`src/rtl/mod_exp_ctrl.sv`:
```
// Sequencer for left-to-right modular exponentiation on an external Montgomery
// product engine: issues square / multiply / convert-out ops and collects the result.
module mod_exp_ctrl #(
  parameter int BITLEN      = 256,
  parameter int LOG_BITLEN  = 8,
  parameter int ACK_TIMEOUT = 8
) (
  input  logic                  clk,
  input  logic                  rst_n,
  input  logic                  go,
  input  logic [BITLEN-1:0]     e,
  input  logic [LOG_BITLEN:0]   e_len,
  output logic                  mp_start,
  output logic [1:0]            mp_op_code,
  output logic [LOG_BITLEN:0]   mp_count,
  input  logic                  mp_stop,
  input  logic [BITLEN:0]       mp_result,
  output logic                  busy,
  output logic                  done,
  output logic                  err,
  output logic [BITLEN-1:0]     result
);

  localparam int CW = LOG_BITLEN + 1;
  localparam int TW = $clog2(ACK_TIMEOUT + 1);

  localparam logic [CW-1:0] C_BITLEN  = CW'(BITLEN);
  localparam logic [TW-1:0] C_TIMEOUT = TW'(ACK_TIMEOUT);

  localparam logic [1:0] OP_SQR = 2'd0;
  localparam logic [1:0] OP_MUL = 2'd1;
  localparam logic [1:0] OP_CVT = 2'd2;

  typedef enum logic [2:0] {
    S_IDLE  = 3'd0,
    S_ISSUE = 3'd1,
    S_ACK   = 3'd2,
    S_WAIT  = 3'd3,
    S_NEXT  = 3'd4,
    S_FIN   = 3'd5
  } state_t;

  state_t            r_state;
  logic [BITLEN-1:0] r_e;
  logic [CW-1:0]     r_idx;
  logic [TW-1:0]     r_cnt;
  logic [1:0]        r_op;
  logic              r_mp_start;
  logic              r_busy;
  logic              r_done;
  logic              r_err;
  logic [BITLEN-1:0] r_result;

  logic [CW-1:0]     w_len;
  logic [BITLEN-1:0] w_e_shift;
  logic              w_bit;
  logic [TW-1:0]     w_cnt_inc;
  logic              w_unused_msb;

  // Lengths beyond the operand width are clamped to the full width.
  assign w_len        = (e_len > C_BITLEN) ? C_BITLEN : e_len;
  assign w_e_shift    = r_e >> r_idx;
  assign w_bit        = w_e_shift[0];
  assign w_cnt_inc    = r_cnt + TW'(1);
  assign w_unused_msb = mp_result[BITLEN];

  assign mp_start   = r_mp_start;
  assign mp_op_code = r_op;
  assign mp_count   = C_BITLEN;
  assign busy       = r_busy;
  assign done       = r_done;
  assign err        = r_err;
  assign result     = r_result;

  always_ff @(posedge clk or negedge rst_n) begin
    if (!rst_n) begin
      r_state    <= S_IDLE;
      r_e        <= '0;
      r_idx      <= '0;
      r_cnt      <= '0;
      r_op       <= OP_SQR;
      r_mp_start <= 1'b0;
      r_busy     <= 1'b0;
      r_done     <= 1'b0;
      r_err      <= 1'b0;
      r_result   <= '0;
    end else begin
      r_mp_start <= 1'b0;
      r_done     <= 1'b0;
      case (r_state)
        S_IDLE: begin
          if (go) begin
            r_e        <= e;
            r_idx      <= (w_len == '0) ? '0 : w_len - CW'(1);
            r_op       <= (w_len == '0) ? OP_CVT : OP_SQR;
            r_err      <= 1'b0;
            r_busy     <= 1'b1;
            r_mp_start <= 1'b1;
            r_state    <= S_ISSUE;
          end
        end
        S_ISSUE: begin
          r_cnt   <= '0;
          r_state <= S_ACK;
        end
        S_ACK: begin
          if (!mp_stop) begin
            r_state <= S_WAIT;
          end else begin
            r_cnt <= w_cnt_inc;
            if (w_cnt_inc == C_TIMEOUT) begin
              r_err   <= 1'b1;
              r_done  <= 1'b1;
              r_busy  <= 1'b0;
              r_state <= S_FIN;
            end
          end
        end
        S_WAIT: begin
          // Engine latency is bounded by design, so no timeout here.
          if (mp_stop) begin
            r_state <= S_NEXT;
          end
        end
        S_NEXT: begin
          if (r_op == OP_SQR && w_bit) begin
            r_op       <= OP_MUL;
            r_mp_start <= 1'b1;
            r_state    <= S_ISSUE;
          end else if (r_op == OP_SQR || r_op == OP_MUL) begin
            if (r_idx != '0) begin
              r_idx <= r_idx - CW'(1);
              r_op  <= OP_SQR;
            end else begin
              r_op  <= OP_CVT;
            end
            r_mp_start <= 1'b1;
            r_state    <= S_ISSUE;
          end else begin
            if (r_op == OP_CVT) begin
              r_result <= mp_result[BITLEN-1:0];
            end
            r_done  <= 1'b1;
            r_busy  <= 1'b0;
            r_state <= S_FIN;
          end
        end
        S_FIN: begin
          r_state <= S_IDLE;
        end
        default: begin
          r_state <= S_IDLE;
        end
      endcase
    end
  end

endmodule

```
`config.mk`:
```
export PLATFORM = sky130hd
export DESIGN_NAME = mod_exp_ctrl
export DESIGN_NICKNAME = d
export VERILOG_FILES = /design/src/rtl/mod_exp_ctrl.sv
export SDC_FILE = /design/constraint.sdc
export NUM_CORES = 1
export LEC_CHECK = 0
export ABC_AREA = 1
export BUFFER_PORTS_ARGS = -buffer_cell sky130_fd_sc_hd__buf_2
export CAP_MARGIN = 30
export CORE_AREA = 2 2 314 316
export DETAILED_ROUTE_END_ITERATION = 7
export DIE_AREA = 0 0 316 318
export PLACE_DENSITY = 0.41
export SYNTH_ARGS = -nofsm -noshare
export SYNTH_HDL_FRONTEND = slang
export SYNTH_SLANG_ARGS = --single-unit
```
`constraint.sdc`:
```
create_clock -name clk -period 2.5 [get_ports clk]
set_input_delay 0.5 -clock clk [delete_from_list [all_inputs] [get_ports clk]]
set_output_delay 0.5 -clock clk [all_outputs]
set_load 0.01 [all_outputs]
```
# Yosys cells after proc, flatten, opt, wreduce, memory -nomap -nowiden
# Index checks and enable logic that the tools add are counted.
[classes] magnitude_cmp=1 add_sub_neg=3 n_eq_ne=17 n_bitwise=2 div=0 n_mux=41 multipliers=0 n_reduce_logical=18 n_shift=1
[op_table] op="$shr 256x9->1" count=1
[op_table] op="$mux 9" count=6
[op_table] op="$mux 3" count=6
[op_table] op="$pmux 9 s2" count=1
[op_table] op="$sub 9x1->9 const B" count=2
[op_table] op="$ne 2x2->1 const B" count=8
[op_table] op="$mux 1" count=15
[op_table] op="$pmux 3 s5" count=1
[op_table] op="$mux 2" count=5
[op_table] op="$gt 9x9->1 const B" count=1
[op_table] op="$logic_not 9->1" count=1
[op_table] op="$reduce_bool 9->1" count=1
[op_table] op="$pmux 4 s2" count=1
[op_table] op="$reduce_and 4->1" count=2
[op_table] op="$eq 3x2->1 const B" count=2
[op_table] op="$ne 3x3->1 const B" count=2
[op_table] op="$pmux 1 s2" count=3
[op_table] op="$reduce_and 3->1" count=2
[op_table] op="$reduce_and 6->1" count=1
[op_table] op="$reduce_bool 2->1" count=3
[op_table] op="$reduce_and 5->1" count=1
[op_table] op="$add 4x1->4 const B" count=1
[op_table] op="$eq 4x4->1 const B" count=1
[op_table] op="$mux 4" count=1
[op_table] op="other kinds (13)" count=15
[totals] romBits=0 register_bits=534 latch_bits=0 n_memories=0 output_inout_bits=271 word_cells=93 ram_bits=0

# Depth between registers and ports, before layout
# Gate-level depths: netlist of the first run.
[depth] word_depth=6 mapped_depth=20

# Worst setup path after synthesis of the first run
# No wires, ideal clock.
[synth_path] kind="in2reg" startpoint="input e_len[3]" endpoint="register r_idx[0]" t_arrival_ns=2.042 cell_stages=13 path_buffers=0 t_required_ns=2.435 path_slack_ns=0.392 path_cell_list="nor2_1 -> nand3_1 -> o21ai_2 -> inv_1 -> nor2_1 -> inv_1 -> ha_1 -> nand3_1 -> or2_1 -> o21ai_1 -> o21ai_0 -> nand4_1 -> nand2_1"
[synth_between] elab_chain_len=6 elab_cells_between_ends=7
[synth_rtl] item="from (decl)" line="12" source="input logic [LOG_BITLEN:0] e_len,"
[synth_rtl] item="$gt 9x9->1" line="61" source="assign w_len = (e_len > C_BITLEN) ? C_BITLEN : e_len;"
[synth_rtl] item="$mux 9 (*)" line="61"
[synth_rtl] item="$sub 9x1->9 / $logic_not 9->1 (equally long branches)" line="94" source="r_idx <= (w_len == '0) ? '0 : w_len - CW'(1);"
[synth_rtl] item="$mux 9 (*)" line="94"
[synth_rtl] item="$mux 9 (*)" line="92" source="if (go) begin"
[synth_rtl] item="$pmux 9 s2 (*)" line="90" source="case (r_state)"
[synth_rtl] item="to (signal assigned)" line="94"
[synth_rtl] item="to (signal assigned)" line="132" source="r_idx <= r_idx - CW'(1);"
[synth_rtl] item="to (decl)" line="45" source="logic [CW-1:0] r_idx;"
# Mark *: on every way between the ends. The rest lies on a longest branch, timed or not. The select of a mux whose other input is x is not followed.
# A chain may end at the register's enable or synchronous reset.

# Worst setup path after layout of the first run
[layout_path] startpoint="register r_idx[0]" endpoint="register r_busy (netlist: busy)"
[layout_between] elab_chain_len=4
[layout_rtl] item="$shr 256x9->1" line="62" source="assign w_e_shift = r_e >> r_idx;"
[layout_rtl] item="$logic_and 1x1->1" line="126" source="if (r_op == OP_SQR && w_bit) begin"
[layout_rtl] item="$ne 2x2->1 (no line)"
[layout_rtl] item="$reduce_and 6->1 (no line)"
[layout_rtl] item="to (signal assigned)" line="83" source="r_busy <= 1'b0;"
[layout_rtl] item="to (signal assigned)" line="97" source="r_busy <= 1'b1;"
[layout_rtl] item="to (signal assigned)" line="144" source="r_busy <= 1'b0;"
[layout_rtl] item="to (decl)" line="49" source="logic r_busy;"
# No other way between the ends.

==> flow_summary.ini, run 1 <==
[outcome]
status = finished, final reports clean

[final_layout]
multi_input_area_sq_um = 9331
finish.utilization = 0.3383
area_growth_pct = 36.48
fill_cells = 10190
drive_above_1_share = 0.4092
nets = 3751
fin_cells = 4572
register_area_sq_um = 13370
fin_area_sq_um = 32950

[worst_setup_path]
startpoint_type = register
cpLargestDelayFamily = simple AND/OR/NAND/NOR gates
critical_path_buf_inv_count = 6
critical_path.endpoint_type = register
crit_chain = buf_12 -> inv_16 -> buf_12 -> clkbuf_16 -> buf_4 -> nand2_1 -> nand3_1 -> nand3_1 -> nand3_1 -> nand2_1 -> nand3_2 -> nand3_2 -> nand3_2 -> nand2_2 -> nand2_4 -> buf_12 -> nand3_2 -> nand2_1 -> nand2_1
crit_path_max_incr_delay_ps = 510
cp_slowest_cell = dfrtp_4
cp_data_required_time_ps = 3000
cp.arrival_ps = 2920
critPathKind = reg2reg
crit_path_max_fanout = 8

[worst_hold_path]
min_path_type = in2reg

[pwr]
ir_worst_vdd_v = 0.0004710
power.switching_mw = 16.86
internal_power_mw = 27.19
p_comb_frac = 0.439
p_leak_nw = 17.10
power_frac_seq = 0.337
power.density_nw_per_um2 = 1337
p_sw_frac = 0.3827
clkPwrFrac = 0.224

[grt]
antenna_found_initial = 52
grt_pass1_wl_um = 142000
track_usage = 0.1951
grt_start_max_net_pins = 74
grt_overflow = 0
grt_pass1_vias = 19940

[place]
dp_hpwl_um = 77260
dp_slack_ps = -111.5
post_dp_cell_area_sq_um = 30010
gp_congestion = 0.8205
dp_cells = 4412
port-buffer-count = 786

[sta]
slew_viol_final = 0
fin_skew_ps = 28.52
fin_ws_ps = 79.92
worst_slew_pin_slew_ps = 596.3
min_period_ps = 2420
fmaxAchievable_mhz = 413.2
slew_headroom = 0.6025
grt_setup_unrepaired = true
min_period_over_period = 0.9680
finalSetupViolCount = 0
hold_viol_final = 0
fin_setup_tns_ps = 0

[drt]
wl_per_cell_um = 22.19
drc_errors = 0
wl_met1_um = 41640
met3_length_um = 6887
top_layer = met5
wl_met2_um = 48510
first_pass_iters = 5
drt_wl_total_um = 101400
first_iter_violations = 1140
vias = 19860
viasPerCell = 4.343
ant_nets = 0

[synth]
synth_top_cell_by_area = dfrtp_1
ys_types = 38
synthTopCellsByArea = dfrtp_1 (55%), mux2_4 (12%), nand2_1 (11%), o21ai_0 (4.5%), nand3_1 (3.2%)
synth_top_area_frac = 0.5535
yosys_warnings = 0
syn_area_sq_um = 24140
netlist_instances = 2374
ys_seq_elements = 534
yosysSeqAreaShare = 0.5535
syn_area_per_cell_sq_um = 10.17

[job]
maxCapViolCount = 0

[clock_network]
numCtsBuffers = 69
cts_sinks = 534
clk_pin_slew_ps = 60
cts_root_buf = clkbuf_16
clkLatencyLatePin_ps = 640
cts_buffer_depth = 3
htreeDepth = 3
cts_tree = done

[die]
die_w_um = 316
fp.coreArea_sq_um = 97410
dieArea_sq_um = 100500
rows = 115
initial_core_util = 0.2478
pin_count = 797
die_h_um = 318
-- path summary, 6_finish.rpt --
path                                from     endpoint  slack (ps)  cells past startpoint
min in group asynchronous          rst_n     r_e[149]         360                      2
worst min-delay path               e[10]      r_e[10]          60                      3
worst max register to register  r_idx[0]         busy          80                     19
worst min register to register  r_e[196]     r_e[196]         470                      2
worst max-delay path            r_idx[0]         busy          80                     19
max in group asynchronous          rst_n  result[178]        1300                      4
-- cells by family (layout without fill, tap and decap cells) --
group           count (synthesis)  count (layout)  synth area share
flops                         534             534            0.5535
mux                           256             256            0.1505
simple gates                  913             914            0.1525
compound gates                304             304           0.06675
fa+ha+maj                       3               3          0.001555
xor+xnor                        7               7          0.002539
other cells                     2              27         0.0003111
buf+inv                       355            1240           0.07235
-- area by class of cell --
type | count | share of cell area
flip-flops and latches | 534 | 0.4058
diodes | 18 | 0.001367
well taps | 1287 | 0.04887
multi-input cells | 1493 | 0.2832
repair buffers | 917 | 0.1699
clock buffers | 99 | 0.05984
clock inverters | 17 | 0.006721
inverters | 207 | 0.02430
-- per-stage QoR --
step	power [mW]	hold WS (ps)
6_report	44.05	57.82
5_1_grt	47.02	47.38
4_1_cts	43.63	10.27
3_5_place_dp	33.13	449.8
3_3_place_gp	33.06	436.1
2_1_floorplan	25.20	204.4
-- worst register-to-register path, delay by kind of cell, from the launching register on --
| family | cells | cell delay, ps |
|---|---|---|
| buf+inv | 6 | 740 |
| flops | 1 | 510 |
| simple gates | 13 | 1020 |
-- power groups by stage --
stage                     clock network, mW  registers [mW]  logic, mW
final                                  9.88            14.8       19.3
after global routing                   10.5            15.3       21.2
after CTS                              10.2            14.8       18.6
after detailed placement                  0            14.9       18.2
after global placement                    0            14.8       18.2
after floorplan                           0            15.7       9.51
-- synthesized netlist by cell type --
cell         n
o21bai_1     1
clkinv_1     2
clkbuf_1    56
conb_1       2
nand4_1     11
o21ai_2      1
o2111ai_1    1
buf_1       11
a21oi_1     47
nor2_1      24
o311ai_0     1
a22o_1       1
inv_1      200
mux2_4     200
nand2_1    712
xor2_1       5
o211ai_1    26
xnor2_1      2
o21a_1       1
inv_2        5
buf_2       19
ha_1         3
nor2_4       1
or2_1        2
nor2_2       1
o21ai_0    217
o21ai_1      5
nand3_2      1
nor4_1       2
a31oi_1      2
nand3_1    155
nand2_2      2
buf_6       42
nor3_1       2
a211oi_1     1
dfrtp_1    534
mux2_2      56
buf_4       20
-- layer usage --
layer | up-vias | global-route usage
met5 | - | 0
met4 | 32 | 0.08752
met3 | 213 | 0.05015
met2 | 666 | 0.3215
met1 | 9566 | 0.2382
li1 | 9380 | -
-- repair_timing --
action | CTS | global route
hold buffers | 1 | 0
hold endpoints to repair | 27 | 0
gates cloned | 2 | 7
buffers inserted | 1 | 16
endpoints found under the setup margin | 12 | 12
pin swaps | 0 | 27
resized for setup | 16 | 63
-- cells in the final DEF (no fill, tap or decap), drive strengths merged, types with 2 or more instances in the layout --
cell / Yosys / layout
a21oi: 47 / 47
a31oi: 2 / 2
buf: 92 / 909
bufinv: 0 / 4
clkbuf: 56 / 105
clkinv: 2 / 11
conb: 2 / 9
dfrtp: 534 / 534
diode: 0 / 18
ha: 3 / 3
inv: 205 / 208
mux2: 256 / 256
nand2: 714 / 714
nand3: 156 / 157
nand4: 11 / 11
nor2: 26 / 26
nor3: 2 / 2
nor4: 2 / 2
o211ai: 26 / 26
o21ai: 223 / 223
or2: 2 / 2
xnor2: 2 / 2
xor2: 5 / 5
-- registers in the layout, summed over array words and instances (netlist names) --
name and flops:
r_idx 9, r_cnt 4, err 1, mp_start 1, r_state 3, done 1, result 256, busy 1
mp_op_code 2, r_e 256
(Power assumes the default switching activity.)
==> run 2: changes to the inputs <==
--- a/config.mk
+++ b/config.mk
@@ -12,6 +12,7 @@
 export DETAILED_ROUTE_END_ITERATION = 7
 export DIE_AREA = 0 0 316 318
 export PLACE_DENSITY = 0.41
+export SETUP_SLACK_MARGIN = 0.15
 export SYNTH_ARGS = -nofsm -noshare
 export SYNTH_HDL_FRONTEND = slang
 export SYNTH_SLANG_ARGS = --single-unit
==> run 2 against run 1 <==
Compared with the run above:
- sequential power barely moved
- register-to-register slack barely moved
- via count rose by 0.58%
- setup slack improved by 8.1 ps
- maximum frequency rose by 0.34%
- critical endpoint unchanged
- highest routed layer unchanged
==> flow_summary.ini, run 2 (synthesis gave the netlist of run 1 again) <==
[drt]
first_pass_iters = 5
ant_nets = 0
drc_errors = 0
wl_per_cell_um = 22.35
first_iter_violations = 1179
vias = 19970
drt_wl_total_um = 102100
viasPerCell = 4.371

[sta]
fin_skew_ps = 24.47
fmaxAchievable_mhz = 414.6
grt_setup_unrepaired = true
fin_ws_ps = 88.06
min_period_ps = 2412
min_period_over_period = 0.9648
finalSetupViolCount = 0
slew_headroom = 0.5995
slew_viol_final = 0
worst_slew_pin_slew_ps = 600.8
hold_viol_final = 0

[grt]
antenna_found_initial = 52
grt_overflow = 0
track_usage = 0.1975
grt_pass1_wl_um = 143600
grt_start_max_net_pins = 74
grt_pass1_vias = 20030

[die]
pin_count = 797
fp.coreArea_sq_um = 97410
initial_core_util = 0.2478
die_w_um = 316
dieArea_sq_um = 100500
rows = 115
die_h_um = 318

[worst_setup_path]
startpoint_type = register
critical_path_buf_inv_count = 4
cp.arrival_ps = 2910
crit_path_max_fanout = 8
critical_path.endpoint_type = register
crit_path_max_incr_delay_ps = 570
crit_chain = buf_12 -> buf_16 -> buf_4 -> nand2_2 -> nand3_1 -> nand3_1 -> nand2_1 -> nor2_1 -> nand2_1 -> nand3_2 -> nand3_2 -> nand3_2 -> nand2_2 -> nand2_4 -> buf_12 -> nand3_2 -> nand2_1 -> nand2_1
cp_data_required_time_ps = 3000
cpLargestDelayFamily = simple AND/OR/NAND/NOR gates
critPathKind = reg2reg
cp_slowest_cell = dfrtp_4

[worst_hold_path]
min_path_type = in2reg

[clock_network]
htreeDepth = 3
clk_pin_slew_ps = 60
numCtsBuffers = 69
cts_tree = done
cts_sinks = 534
cts_buffer_depth = 3
clkLatencyLatePin_ps = 630
cts_root_buf = clkbuf_16

[outcome]
status = finished, final reports clean

[place]
dp_hpwl_um = 77260
gp_congestion = 0.8205
port-buffer-count = 786
dp_slack_ps = -111.5

[pwr]
power.density_nw_per_um2 = 1345
p_leak_nw = 17.16
ir_worst_vdd_v = 0.0004801

[final_layout]
layout.cells.most_common_list = buf_2 (785), nand2_1 (685), dfrtp_1 (532)
area_growth_pct = 37.53
layout_commonest_cell = buf_2
nets = 3749
fill_cells = 10150
finish.utilization = 0.3409
drive_above_1_share = 0.4205

[job]
maxCapViolCount = 0
==> run 2: final timing paths <==
check	slack (ps)	end	depth (start not counted)	start
setup / recovery	90	busy	18	r_idx[0]
hold / removal	60	r_e[76]	3	e[76]
setup reg to reg	90	busy	18	r_idx[0]
hold reg to reg	470	r_e[60]	2	r_e[60]
max in group asynchronous	1310	result[164]	4	rst_n
min in group asynchronous	350	r_e[149]	2	rst_n
==> run 2: stage by stage <==
stage	hold WS [ps]	total power, mW	area, sq um	instances	setup TNS (ps)
final	59.37	44.66	33200	4569	0
after global routing	51.77	47.59	33170	4556	-18.99
after global placement	436.1	33.06	30010	4412	-784.2
after CTS	10.27	44.69	32830	4545	0
after detailed placement	449.8	33.13	30010	4412	-1089
after floorplan	204.4	25.20	24170	2381	0
==> run 2: cell type report <==
| type | count | area, sq um | share of cell area |
|---|---|---|---|
| inverter | 207 | 797.0 | 0.02400 |
| clock buffer | 99 | 1972 | 0.05939 |
| sequential | 534 | 13370 | 0.4027 |
| tap | 1287 | 1610 | 0.04850 |
| clock inverter | 17 | 221.5 | 0.006670 |
| timing repair buffer | 915 | 5699 | 0.1716 |
| multi-input combinational | 1493 | 9490 | 0.2858 |
| antenna | 17 | 42.54 | 0.001281 |
==> run 2: layer usage <==
| metal | part of all wire | wire length (um) | GRT usage | vias up |
|---|---|---|---|---|
| met5 | 0.0018 | 188 | 0 | - |
| li1 | - | - | - | 9384 |
| met4 | 0.042 | 4285 | 0.08552 | 32 |
| met3 | 0.065 | 6645 | 0.04858 | 214 |
| met2 | 0.48 | 48690 | 0.3267 | 660 |
| met1 | 0.41 | 42290 | 0.2429 | 9683 |
==> run 2: worst register-to-register path, stage by stage, from the launching register on <==
cell and delay [ps]:
dfrtp_4 570, buf_12 190, buf_16 150, buf_4 150, nand2_2 50, nand3_1 80, nand3_1 90, nand2_1 60
nor2_1 90, nand2_1 100, nand3_2 90, nand3_2 110, nand3_2 80, nand2_2 70, nand2_4 110, buf_12 130
nand3_2 60, nand2_1 80, nand2_1 50
==> run 2: power by group <==
group	internal (mW)	total, mW	leakage [nW]	switching (mW)
combinational	8.67	19.9	9.65	11.2
sequential	12.9	14.9	6.43	1.94
clock	5.88	9.89	1.07	4.01
total	27.5	44.7	17.2	17.2
==> run 2: repair_timing <==
| item | CTS | global route |
|---|---|---|
| hold buffers | 1 | 0 |
| hold endpoints to repair | 27 | 0 |
| pin swaps | 15 | 10 |
| gates resized for setup | 87 | 50 |
| gates cloned | 8 | 5 |
| buffers inserted | 8 | 2 |
| setup endpoints to repair | 12 | 12 |
==> run 3: changes to the inputs <==
--- a/config.mk
+++ b/config.mk
@@ -11,6 +11,7 @@
 export CORE_AREA = 2 2 314 316
 export DETAILED_ROUTE_END_ITERATION = 7
 export DIE_AREA = 0 0 316 318
+export MAX_ROUTING_LAYER = met4
 export PLACE_DENSITY = 0.41
 export SETUP_SLACK_MARGIN = 0.15
 export SYNTH_ARGS = -nofsm -noshare
==> run 3 against run 2 <==
Compared with the run above:
- setup slack gained 7.6 ps
- sequential share of layout area is essentially flat
- largest cell class unchanged
- clock skew shrank 0.78 ps
- maximum frequency grew 0.31%
- total power is essentially flat
- die area is the same
- register-to-register slack is essentially flat
- via count shrank 0.77%
- critical path depth is the same
- combinational power is essentially flat
- utilization is essentially flat
==> flow_summary.ini, run 3 (synthesis gave the netlist of run 1 again) <==
[clock_network]
cts_buffer_depth = 3
htreeDepth = 3
clk_pin_slew_ps = 60
clkLatencyLatePin_ps = 640
cts_root_buf = clkbuf_16
cts_sinks = 534
numCtsBuffers = 69
cts_tree = done

[sta]
slew_viol_final = 0
finalSetupViolCount = 0
min_period_ps = 2404
worst_slew_pin_slew_ps = 583.9
whs_ps = 56.66
fmaxAchievable_mhz = 415.9
min_period_over_period = 0.9618
slew_headroom = 0.6108
grt_setup_unrepaired = true
hold_viol_final = 0
fin_skew_ps = 23.68

[worst_setup_path]
crit_chain = buf_12 -> buf_16 -> buf_4 -> nand2_1 -> nand3_1 -> nand3_1 -> nand2_1 -> nor2_1 -> nand2_2 -> nand3_2 -> nand3_2 -> nand3_2 -> nand2_2 -> nand2_4 -> buf_12 -> nand3_2 -> nand2_1 -> nand2_1
startpoint_type = register
critPathKind = reg2reg
cp_slowest_cell = dfrtp_4
cp_data_required_time_ps = 3000
crit_path_max_fanout = 8
cp.arrival_ps = 2900
crit_path_max_incr_delay_ps = 570
critical_path.endpoint_type = register

[drt]
drc_errors = 0
ant_nets = 0
vias = 19820
drt_wl_total_um = 101900
wl_per_cell_um = 22.23
viasPerCell = 4.324
first_iter_violations = 1178
first_pass_iters = 5

[final_layout]
layout_commonest_cell = buf_2
drive_above_1_share = 0.4208
nets = 3749
area_growth_pct = 37.62
layout.cells.most_common_list = buf_2 (785), nand2_1 (684), dfrtp_1 (532)

[worst_hold_path]
min_path_type = in2reg

[pwr]
ir_worst_vdd_v = 0.0004968
p_leak_nw = 17.15
power.density_nw_per_um2 = 1344
finalPower_mw = 44.65

[die]
fp.coreArea_sq_um = 97410
pin_count = 797
initial_core_util = 0.2478
die_w_um = 316
die_h_um = 318
dieArea_sq_um = 100500
rows = 115

[grt]
track_usage = 0.2035
grt_pass1_wl_um = 143500
grt_overflow = 0
antenna_found_initial = 51
grt_pass1_vias = 20040
grt_start_max_net_pins = 74

[place]
dp_hpwl_um = 77260
port-buffer-count = 786
gp_congestion = 0.8328

[job]
maxCapViolCount = 0

[outcome]
status = finished, final reports clean
## run 3: power breakdown
part	leakage [nW]	switching, mW	internal [mW]
Clock	1.07	4.01	5.88
Combinational	9.65	11.2	8.66
Sequential	6.43	1.95	12.9
Total	17.2	17.2	27.5
## run 3: through the flow
| stage | utilization | setup slack (ps) | cells | instance area [sq um] | TNS, ps |
|---|---|---|---|---|---|
| detailed placement | 0.3080 | -111.5 | 4412 | 30010 | -1089 |
| floorplan | - | 392.3 | 2381 | 24170 | 0 |
| global route | 0.3410 | -38.73 | 4579 | 33220 | -38.73 |
| finish | 0.3411 | 95.62 | 4583 | 33230 | 0 |
| CTS | 0.3371 | 86.79 | 4545 | 32830 | 0 |
| global placement | 0.3080 | -80.57 | 4412 | 30010 | -784.2 |
## run 3: layout make-up
type | instances | area (sq um)
inverter | 207 | 797.0
antenna | 31 | 77.57
sequential | 534 | 13370
timing repair buffer | 915 | 5694
clock inverter | 17 | 221.5
fill | 10150 | 64190
tap | 1287 | 1610
clock buffer | 99 | 1972
multi-input combinational | 1493 | 9484
## run 3: final timing paths
path                           from     endpoint  slack [ps]  depth (start not counted)
max in group asynchronous     rst_n  result[178]        1290                          4
setup / recovery           r_idx[0]         busy         100                         18
setup reg to reg           r_idx[0]         busy         100                         18
min in group asynchronous     rst_n     r_e[149]         360                          2
hold reg to reg             r_e[60]      r_e[60]         470                          2
hold / removal                e[76]      r_e[76]          60                          3
## run 3: worst max-delay path, delay by kind of cell, from the launching register on
kind | cells | cell delay (ps)
buf+inv | 4 | 590
flops | 1 | 570
simple gates | 14 | 1090
## run 3: layer usage
metal	global-route usage	up-vias	share of wire
li1	-	9403	-
met1	0.2438	9614	0.43
met2	0.3275	636	0.48
met3	0.04682	166	0.056
met4	0.08478	0	0.036
met5	-	-	0
## run 3: what timing repair did
item | 4_1_cts | 5_1_grt
endpoints found under the setup margin | 12 | 12
pin swaps | 15 | 37
hold buffers | 1 | 0
buffers inserted | 8 | 3
cloned | 8 | 4
endpoints found under the hold margin | 27 | 0
resized for setup | 87 | 51
